### config.mk
export PLATFORM = sky130hd
export DESIGN_NAME = cache_switch_ctrl
export DESIGN_NICKNAME = d
export VERILOG_FILES = /design/src/rtl/cache_switch_pkg.sv /design/src/rtl/cache_switch_stats.sv /design/src/rtl/cache_switch_ctrl.sv
export SDC_FILE = /design/constraint.sdc
export NUM_CORES = 1
export LEC_CHECK = 0
export CAP_MARGIN = 15
export CELL_PAD_IN_SITES_DETAIL_PLACEMENT = 1
export CELL_PAD_IN_SITES_GLOBAL_PLACEMENT = 2
export CORE_MARGIN = 2
export CORE_UTILIZATION = 26
export DETAILED_ROUTE_END_ITERATION = 8
export PLACE_DENSITY_LB_ADDON = 0.12
export SLEW_MARGIN = 20
export SYNTH_ARGS = -nofsm -noshare
export SYNTH_HDL_FRONTEND = slang
export SYNTH_SLANG_ARGS = --single-unit
### constraint.sdc
create_clock -name CLK -period 4.8 [get_ports CLK]
set_input_delay 0.96 -clock CLK [delete_from_list [all_inputs] [get_ports CLK]]
set_output_delay 0.96 -clock CLK [all_outputs]
set_load 0.03 [all_outputs]
### src/rtl/cache_switch_pkg.sv
// Shared definitions for the cache bank switch controller: FSM state
// encoding and the width helper used to size bank and set-index fields.
package cache_switch_pkg;

    // Controller states; IDLE is zero so a cleared state register means idle.
    typedef enum logic [2:0] {
        ST_IDLE   = 3'd0,
        ST_SCAN   = 3'd1,
        ST_WB     = 3'd2,
        ST_CLEAN  = 3'd3,
        ST_COMMIT = 3'd4
    } cs_state_t;

    // Widths of the optional statistics counters.
    localparam int unsigned STAT_CYC_W = 32;
    localparam int unsigned STAT_WB_W  = 16;

    // Field width for n items: clog2(n), never less than one bit.
    function automatic int unsigned cs_width(input int unsigned n);
        return (n <= 2) ? 1 : $clog2(n);
    endfunction

endpackage

### src/rtl/cache_switch_stats.sv
// Saturating statistics counters for the cache bank switch controller.
// Counts cycles spent stalling the CPU and dirty lines written back.
module cache_switch_stats
    import cache_switch_pkg::*;
(
    input  logic                  i_clk,
    input  logic                  i_rst_n,
    input  logic                  i_busy,
    input  logic                  i_clean,
    output logic [STAT_CYC_W-1:0] o_switch_cycles,
    output logic [STAT_WB_W-1:0]  o_wb_count
);

    logic [STAT_CYC_W-1:0] r_cycles;
    logic [STAT_WB_W-1:0]  r_wb;

    // Accumulate stall cycles and completed write-backs, holding at all-ones.
    always_ff @(posedge i_clk or negedge i_rst_n) begin
        if (!i_rst_n) begin
            r_cycles <= '0;
            r_wb     <= '0;
        end else begin
            if (i_busy && (r_cycles != '1)) begin
                r_cycles <= r_cycles + STAT_CYC_W'(1);
            end
            if (i_clean && (r_wb != '1)) begin
                r_wb <= r_wb + STAT_WB_W'(1);
            end
        end
    end

    assign o_switch_cycles = r_cycles;
    assign o_wb_count      = r_wb;

endmodule

### src/rtl/cache_switch_ctrl.sv
// Cache bank switch controller. On a context-switch request it stalls the
// CPU, walks every set of the outgoing bank, writes back valid dirty lines,
// clears their dirty bits and finally commits the new active bank.
// Optional feature macro: CACHE_SWITCH_STATS_EN adds SWITCH_CYCLES and
// WB_COUNT statistics outputs (cache_switch_stats sub-module).
//
// Handshake: WB_REQ is a level held for every WB cycle; the memory side
// answers with a one-cycle WB_ACK that is only honoured while in WB.
module cache_switch_ctrl
    import cache_switch_pkg::*;
#(
    parameter  int unsigned NUM_BANKS = 2,
    parameter  int unsigned SETS      = 8,
    localparam int unsigned BANK_W    = cs_width(NUM_BANKS),
    localparam int unsigned IDX_W     = cs_width(SETS)
)
(
    input  logic              CLK,
    input  logic              RESET,
    input  logic              SWITCH_REQ,
    input  logic [BANK_W-1:0] SWITCH_BANK,
    output logic              BUSY,
    output logic [BANK_W-1:0] ACTIVE_BANK,
    output logic [BANK_W-1:0] SCAN_BANK,
    output logic [IDX_W-1:0]  SCAN_INDEX,
    input  logic              LINE_VALID,
    input  logic              LINE_DIRTY,
    output logic              WB_REQ,
    input  logic              WB_ACK,
    output logic              CLEAN_DIRTY,
    output logic              SWITCH_DONE,
    output cs_state_t         DBG_STATE
`ifdef CACHE_SWITCH_STATS_EN
    ,
    output logic [STAT_CYC_W-1:0] SWITCH_CYCLES,
    output logic [STAT_WB_W-1:0]  WB_COUNT
`endif
);

    localparam logic [IDX_W-1:0] LAST_IDX = IDX_W'(SETS - 1);

    cs_state_t         r_state;
    cs_state_t         w_state_nxt;
    logic [IDX_W-1:0]  r_index;
    logic [IDX_W-1:0]  w_index_nxt;
    logic [BANK_W-1:0] r_active_bank;
    logic [BANK_W-1:0] w_active_nxt;
    logic [BANK_W-1:0] r_target;
    logic [BANK_W-1:0] w_target_nxt;
    logic              w_last;
    logic              w_wb_needed;

    assign w_last      = (r_index == LAST_IDX);
    // Invalid lines are never written back even if their dirty bit is set.
    assign w_wb_needed = LINE_VALID & LINE_DIRTY;

    // State, set index, active bank and latched target registers.
    always_ff @(posedge CLK or negedge RESET) begin
        if (!RESET) begin
            r_state       <= ST_IDLE;
            r_index       <= '0;
            r_active_bank <= '0;
            r_target      <= '0;
        end else begin
            r_state       <= w_state_nxt;
            r_index       <= w_index_nxt;
            r_active_bank <= w_active_nxt;
            r_target      <= w_target_nxt;
        end
    end

    // Next-state and datapath updates; requests outside IDLE are dropped.
    always_comb begin
        w_state_nxt  = r_state;
        w_index_nxt  = r_index;
        w_active_nxt = r_active_bank;
        w_target_nxt = r_target;
        case (r_state)
            ST_IDLE: begin
                if (SWITCH_REQ) begin
                    w_target_nxt = SWITCH_BANK;
                    if (SWITCH_BANK != r_active_bank) begin
                        w_index_nxt = '0;
                        w_state_nxt = ST_SCAN;
                    end else begin
                        // Same bank: nothing to flush, just acknowledge.
                        w_state_nxt = ST_COMMIT;
                    end
                end
            end
            ST_SCAN: begin
                if (w_wb_needed) begin
                    w_state_nxt = ST_WB;
                end else if (w_last) begin
                    w_state_nxt = ST_COMMIT;
                end else begin
                    w_index_nxt = r_index + IDX_W'(1);
                end
            end
            ST_WB: begin
                if (WB_ACK) begin
                    w_state_nxt = ST_CLEAN;
                end
            end
            ST_CLEAN: begin
                if (w_last) begin
                    w_state_nxt = ST_COMMIT;
                end else begin
                    w_index_nxt = r_index + IDX_W'(1);
                    w_state_nxt = ST_SCAN;
                end
            end
            ST_COMMIT: begin
                w_active_nxt = r_target;
                w_state_nxt  = ST_IDLE;
            end
            default: begin
                w_state_nxt = ST_IDLE;
            end
        endcase
    end

    // Moore outputs decoded from the registered state.
    assign BUSY        = (r_state != ST_IDLE);
    assign WB_REQ      = (r_state == ST_WB);
    assign CLEAN_DIRTY = (r_state == ST_CLEAN);
    assign SWITCH_DONE = (r_state == ST_COMMIT);
    assign ACTIVE_BANK = r_active_bank;
    // The outgoing bank is the active one until the commit cycle ends.
    assign SCAN_BANK   = r_active_bank;
    assign SCAN_INDEX  = r_index;
    assign DBG_STATE   = r_state;

`ifdef CACHE_SWITCH_STATS_EN
    cache_switch_stats u_stats (
        .i_clk           (CLK),
        .i_rst_n         (RESET),
        .i_busy          (BUSY),
        .i_clean         (CLEAN_DIRTY),
        .o_switch_cycles (SWITCH_CYCLES),
        .o_wb_count      (WB_COUNT)
    );
`endif

endmodule

=== Yosys cells after proc, flatten, opt, wreduce, memory -nomap -nowiden ===
Cells that the tools add are included.

* $add $sub $neg: 1
* Eq/ne operators: 11
* Muxes and demuxes: 12
* Bitwise gates (word level): 1
* Reduce and logical (&&, ||, !) cells: 6

{| class="wikitable"
|+ Operators with widths
! kind !! count
|-
| $mux W3 || 10
|-
| $pmux W3 S4 || 1
|-
| $pmux W3 S3 || 1
|-
| $eq A3 B2 Y1 const B || 2
|-
| $eq A3 B3 Y1 const B || 2
|-
| $ne A2 B2 Y1 const B || 3
|-
| $reduce_bool A3 Y1 || 2
|-
| $reduce_and A4 Y1 || 1
|-
| $add A3 B1 Y3 const B || 1
|-
| $eq A3 B1 Y1 const B || 1
|-
| $logic_not A3 Y1 || 1
|-
| $ne A3 B3 Y1 const B || 1
|-
| $reduce_and A3 Y1 || 1
|-
| $ne A2 B1 Y1 const B || 1
|-
| $reduce_and A2 Y1 || 1
|-
| $and A1 B1 Y1 || 1
|-
| $ne A1 B1 Y1 || 1
|}

* Register bits after elaboration: 8
* Input port bits: 7
* Output and inout port bits: 12
* Logic and storage cells: 35

=== Longest topological paths before layout ===
* Depth after elaboration: 4
* Gate-level depth with buffers: 6
* Gate-level depth less buffers: 6

=== Worst setup path before layout ===
No wires, ideal clock.

* Kind: register to output
* Start: register r_state[0] (netlist: DBG_STATE[0])
* End: output CLEAN_DIRTY
* Data arrival time: 1.495 ns
* Data required time: 3.840 ns
* Slack: 2.345 ns
* Cell stages (with the launch flop): 4
* Buffers on the path: 1
* Cells stage by stage: dfrtp_1 buf_6 inv_1 nor3b_1

* Cells in the longest elaborated chain, start to end: 1

{| class="wikitable"
|+ RTL lines
! what !! RTL line !! text
|-
| start: declaration || cache_switch_ctrl.sv:42 || <nowiki>cs_state_t r_state;</nowiki>
|-
| start signal: assignment || cache_switch_ctrl.sv:65 || <nowiki>r_state <= w_state_nxt;</nowiki>
|-
| $eq A3 B2 Y1 || cache_switch_ctrl.sv:126 || <nowiki>assign CLEAN_DIRTY = (r_state == ST_CLEAN);</nowiki>
|-
| end: declaration || cache_switch_ctrl.sv:30 || <nowiki>output logic CLEAN_DIRTY,</nowiki>
|}

Every way passes these cells.

=== Worst setup path after layout ===
Same ends and word-level chain as after synthesis.

==> impl_metrics.sql <==
INSERT INTO impl_metrics (metric_group, metric, value, unit) VALUES
('clocking', 'clock_tree.buffer_depth', '2', ''),
('detailed_routing', 'drt_first_iter_violations', '8', ''),
('critical_path', 'element_type_at_the_critical_path_end', 'output port', ''),
('clocking', 'clock_tree.root_cell', 'clkbuf_4', ''),
('critical_path', 'timing.critical_path.fanout_max', '11', ''),
('sta', 'timing.fmax', '348', 'MHz'),
('detailed_routing', 'vias', '429', ''),
('sta', 'max_slew_margin', '0.750', ''),
('cells_and_area', 'num-nets-final', '79', ''),
('sta', 'timing.final.max_slew_violations', '0', ''),
('clocking', 'post_cts.repair.setup_buffers', '0', ''),
('clocking', 'number_of_clock_buffers_inserted_by_tritoncts', '3', ''),
('cells_and_area', 'layout-drive-gt1-share', '0.132', ''),
('yosys', 'synth_enable_flop_cells', '0', ''),
('die', 'die_x', '47.7', 'um'),
('detailed_routing', 'routed_wire_length_per_instance', '12.7', 'um'),
('place', 'place.detailed.instances', '90', ''),
('sta', 'timing.setup.tns', '0', 'ns'),
('clocking', 'clock_tree_from_tritoncts', 'yes', ''),
('clocking', 'cts_resized', '0', ''),
('place', 'place.port_buffers', '18', ''),
('detailed_routing', 'final_antenna_net_count', '0', ''),
('detailed_routing', 'avgViaCountPerCell', '4.61', ''),
('cells_and_area', 'area_delta_synth_final', '41.1', '%'),
('global_route', 'grtUsageTotal', '0.132', ''),
('yosys', 'synth_area_per_cell', '9.74', 'sq um'),
('yosys', 'synthFlopType', 'dfrtp_1', ''),
('sta', 'worst_pin_slew', '0.374', 'ns'),
('sta', 'finalHoldViolations', '0', ''),
('die', 'die_height', '47.7', 'um'),
('global_route', 'gr-total-overflow', '0', ''),
('cells_and_area', 'layout_common_cells', 'clkdlybuf4s50_1 (18), dfrtp_1 (8), nand2_1 (5), nor2_1 (5)', ''),
('yosys', 'post_synth_num_cell_types', '26', ''),
('critical_path', 'path_class', 'flop to output port', ''),
('yosys', 'mappedNetlistNets', '60', ''),
('critical_path', 'setup.worst_path.start_class', 'flop', ''),
('yosys', 'share_of_flip_flops_with_an_asynchronous_set_or_reset', '1.00', ''),
('yosys', 'synth_area', '497', 'sq um'),
('pwr', 'power.leakage', '0.000306', 'uW'),
('clocking', 'clk_pin_slew', '0.05', 'ns'),
('global_route', 'largest_net_degree_at_the_start_of_global_routing', '13', ''),
('die', 'core_area', '1760', 'sq um'),
('die', 'ioPinCount', '19', ''),
('detailed_routing', 'first_pass_iters', '3', ''),
('clocking', 'cts.sink_count', '8', ''),
('sta', 'timing.clock.skew', '0.00498', 'ns'),
('pwr', 'pwrdens', '703', 'nW/um^2'),
('worst_hold_path', 'hold_path_class', 'flop to flop', ''),
('global_route', 'grt_antenna_before_repair', '0', ''),
('sta', 'finalCritPeriodShare', '0.599', ''),
('yosys', 'ys_warn_count', '0', ''),
('die', 'dieArea', '2280', 'sq um'),
('sta', 'grt_setup_unrepaired', 'no', ''),
('die', 'initial_core_util', '0.282', ''),
('clocking', 'clock_insertion_delay_at_the_later_pin_of_the_skew_report', '0.25', 'ns'),
('clocking', 'postCtsHoldBufs', '0', ''),
('clocking', 'h_tree_lvls', '1', ''),
('cells_and_area', 'n_antenna_cell', '0', ''),
('status', 'run_status', 'complete, no violations', ''),
('place', 'dp_hpwl', '927', 'um'),
('critical_path', 'worst_ep_arrival_time', '1.92', 'ns'),
('detailed_routing', 'route.final.wire_length', '1.18', 'mm'),
('detailed_routing', 'drc_errors', '0', ''),
('sta', 'finalSetupViolations', '0', ''),
('pwr', 'irDropWorstVdd', '0.000238', 'V'),
('yosys', 'postSynthRegisterBits', '8', ''),
('run', 'maxCapViolations', '0', ''),
('cells_and_area', 'layout_commonest_cell', 'clkdlybuf4s50_1', ''),
('die', 'cell_rows', '15', ''),
('place', 'routabilityCongestion', '0.684', ''),
('cells_and_area', 'final_cell_count_no_fill', '93', ''),
('yosys', 'yosysSeqAreaShare', '0.403', ''),
('pwr', 'total_power', '492', 'uW'),
('critical_path', 'r2r_cells', '5', ''),
('global_route', 'first_global_vias', '444', ''),
('global_route', 'wire_length_of_the_first_global_routing_pass', '1.99', 'mm'),
('worst_hold_path', 'hold_path_depth', '1', ''),
('sta', 'period_needed', '2.88', 'ns'),
('critical_path', 'required', '3.84', 'ns'),
('yosys', 'netlist_instances', '51', '');
## flip-flops by register name, indices dropped and copies added (netlist names)
name,count
ACTIVE_BANK,1
DBG_STATE,3
SCAN_INDEX,3
r_target,1
## routing by layer
| layer | wire, um | vias to the layer above | global-route usage |
|---|---|---|---|
| met5 | 0 | - | 0 |
| met4 | 0 | 0 | 0.0486 |
| met3 | 76 | 0 | 0.0679 |
| met2 | 562 | 14 | 0.200 |
| met1 | 540 | 205 | 0.161 |
| li1 | - | 210 | - |
## layout make-up
| type | count | area [sq um] |
|---|---|---|
| Fill cell | 215 | 1060 |
| Multi-Input combinational cell | 36 | 255 |
| Sequential cell | 8 | 200 |
| Timing Repair Buffer | 18 | 180 |
| Tap cell | 25 | 31.3 |
| Clock buffer | 3 | 22.5 |
| Inverter | 3 | 11.3 |
## worst max-delay path: stages (launching register included)
cell and delay [ns]:
dfrtp_1 0.56, inv_1 0.17, nor3b_1 0.22, clkdlybuf4s50_1 0.71
## synthesized netlist by cell type, drive strengths merged (2+ instances only)
master / instances / share of area
nor2: 6 / 0.050
nor3: 2 / 0.020
inv: 3 / 0.023
ha: 2 / 0.050
mux2i: 2 / 0.040
or3: 2 / 0.025
nand2: 5 / 0.038
nor3b: 2 / 0.030
a21oi: 2 / 0.020
buf: 3 / 0.053
dfrtp: 8 / 0.40
mux2: 3 / 0.076
## report_power, final
part / switching (uW) / internal, uW / total (uW) / leakage (uW)
Combinational: 157 / 146 / 302 / 0.000189
Sequential: 46.1 / 93.8 / 140 / 0.000103
Clock: 21.6 / 28.5 / 50.1 / 0.0000138
## metrics by stage
stage               cell area, sq um   util  hold WS (ns)  setup WS (ns)
finish                           701  0.397         0.499           1.92
global route                     701  0.397         0.527           1.78
CTS                              701  0.397         0.507           1.89
detailed placement               678  0.384         0.496           2.10
global placement                 678  0.384         0.498           2.12
floorplan                        497      -         0.474           2.35
## final timing paths
path	start	end	slack, ns
hold reg to reg	r_target	ACTIVE_BANK	0.50
hold / removal	r_target	ACTIVE_BANK	0.50
min in group asynchronous	RESET	DBG_STATE[1]	0.99
max in group asynchronous	RESET	SCAN_INDEX[1]	3.54
setup / recovery	DBG_STATE[0]	CLEAN_DIRTY	1.92
setup reg to reg	SCAN_INDEX[0]	SCAN_INDEX[0]	2.89
## cell families after synthesis
| kind of cell | after synthesis | synth area share |
|---|---|---|
| compound gates | 6 | 0.0907 |
| buf+inv | 7 | 0.0831 |
| mux | 5 | 0.116 |
| xor+xnor | 1 | 0.0176 |
| fa+ha+maj | 2 | 0.0504 |
| flops | 8 | 0.403 |
| simple gates | 22 | 0.239 |
No activity file was read; power rests on OpenSTA's default activity.
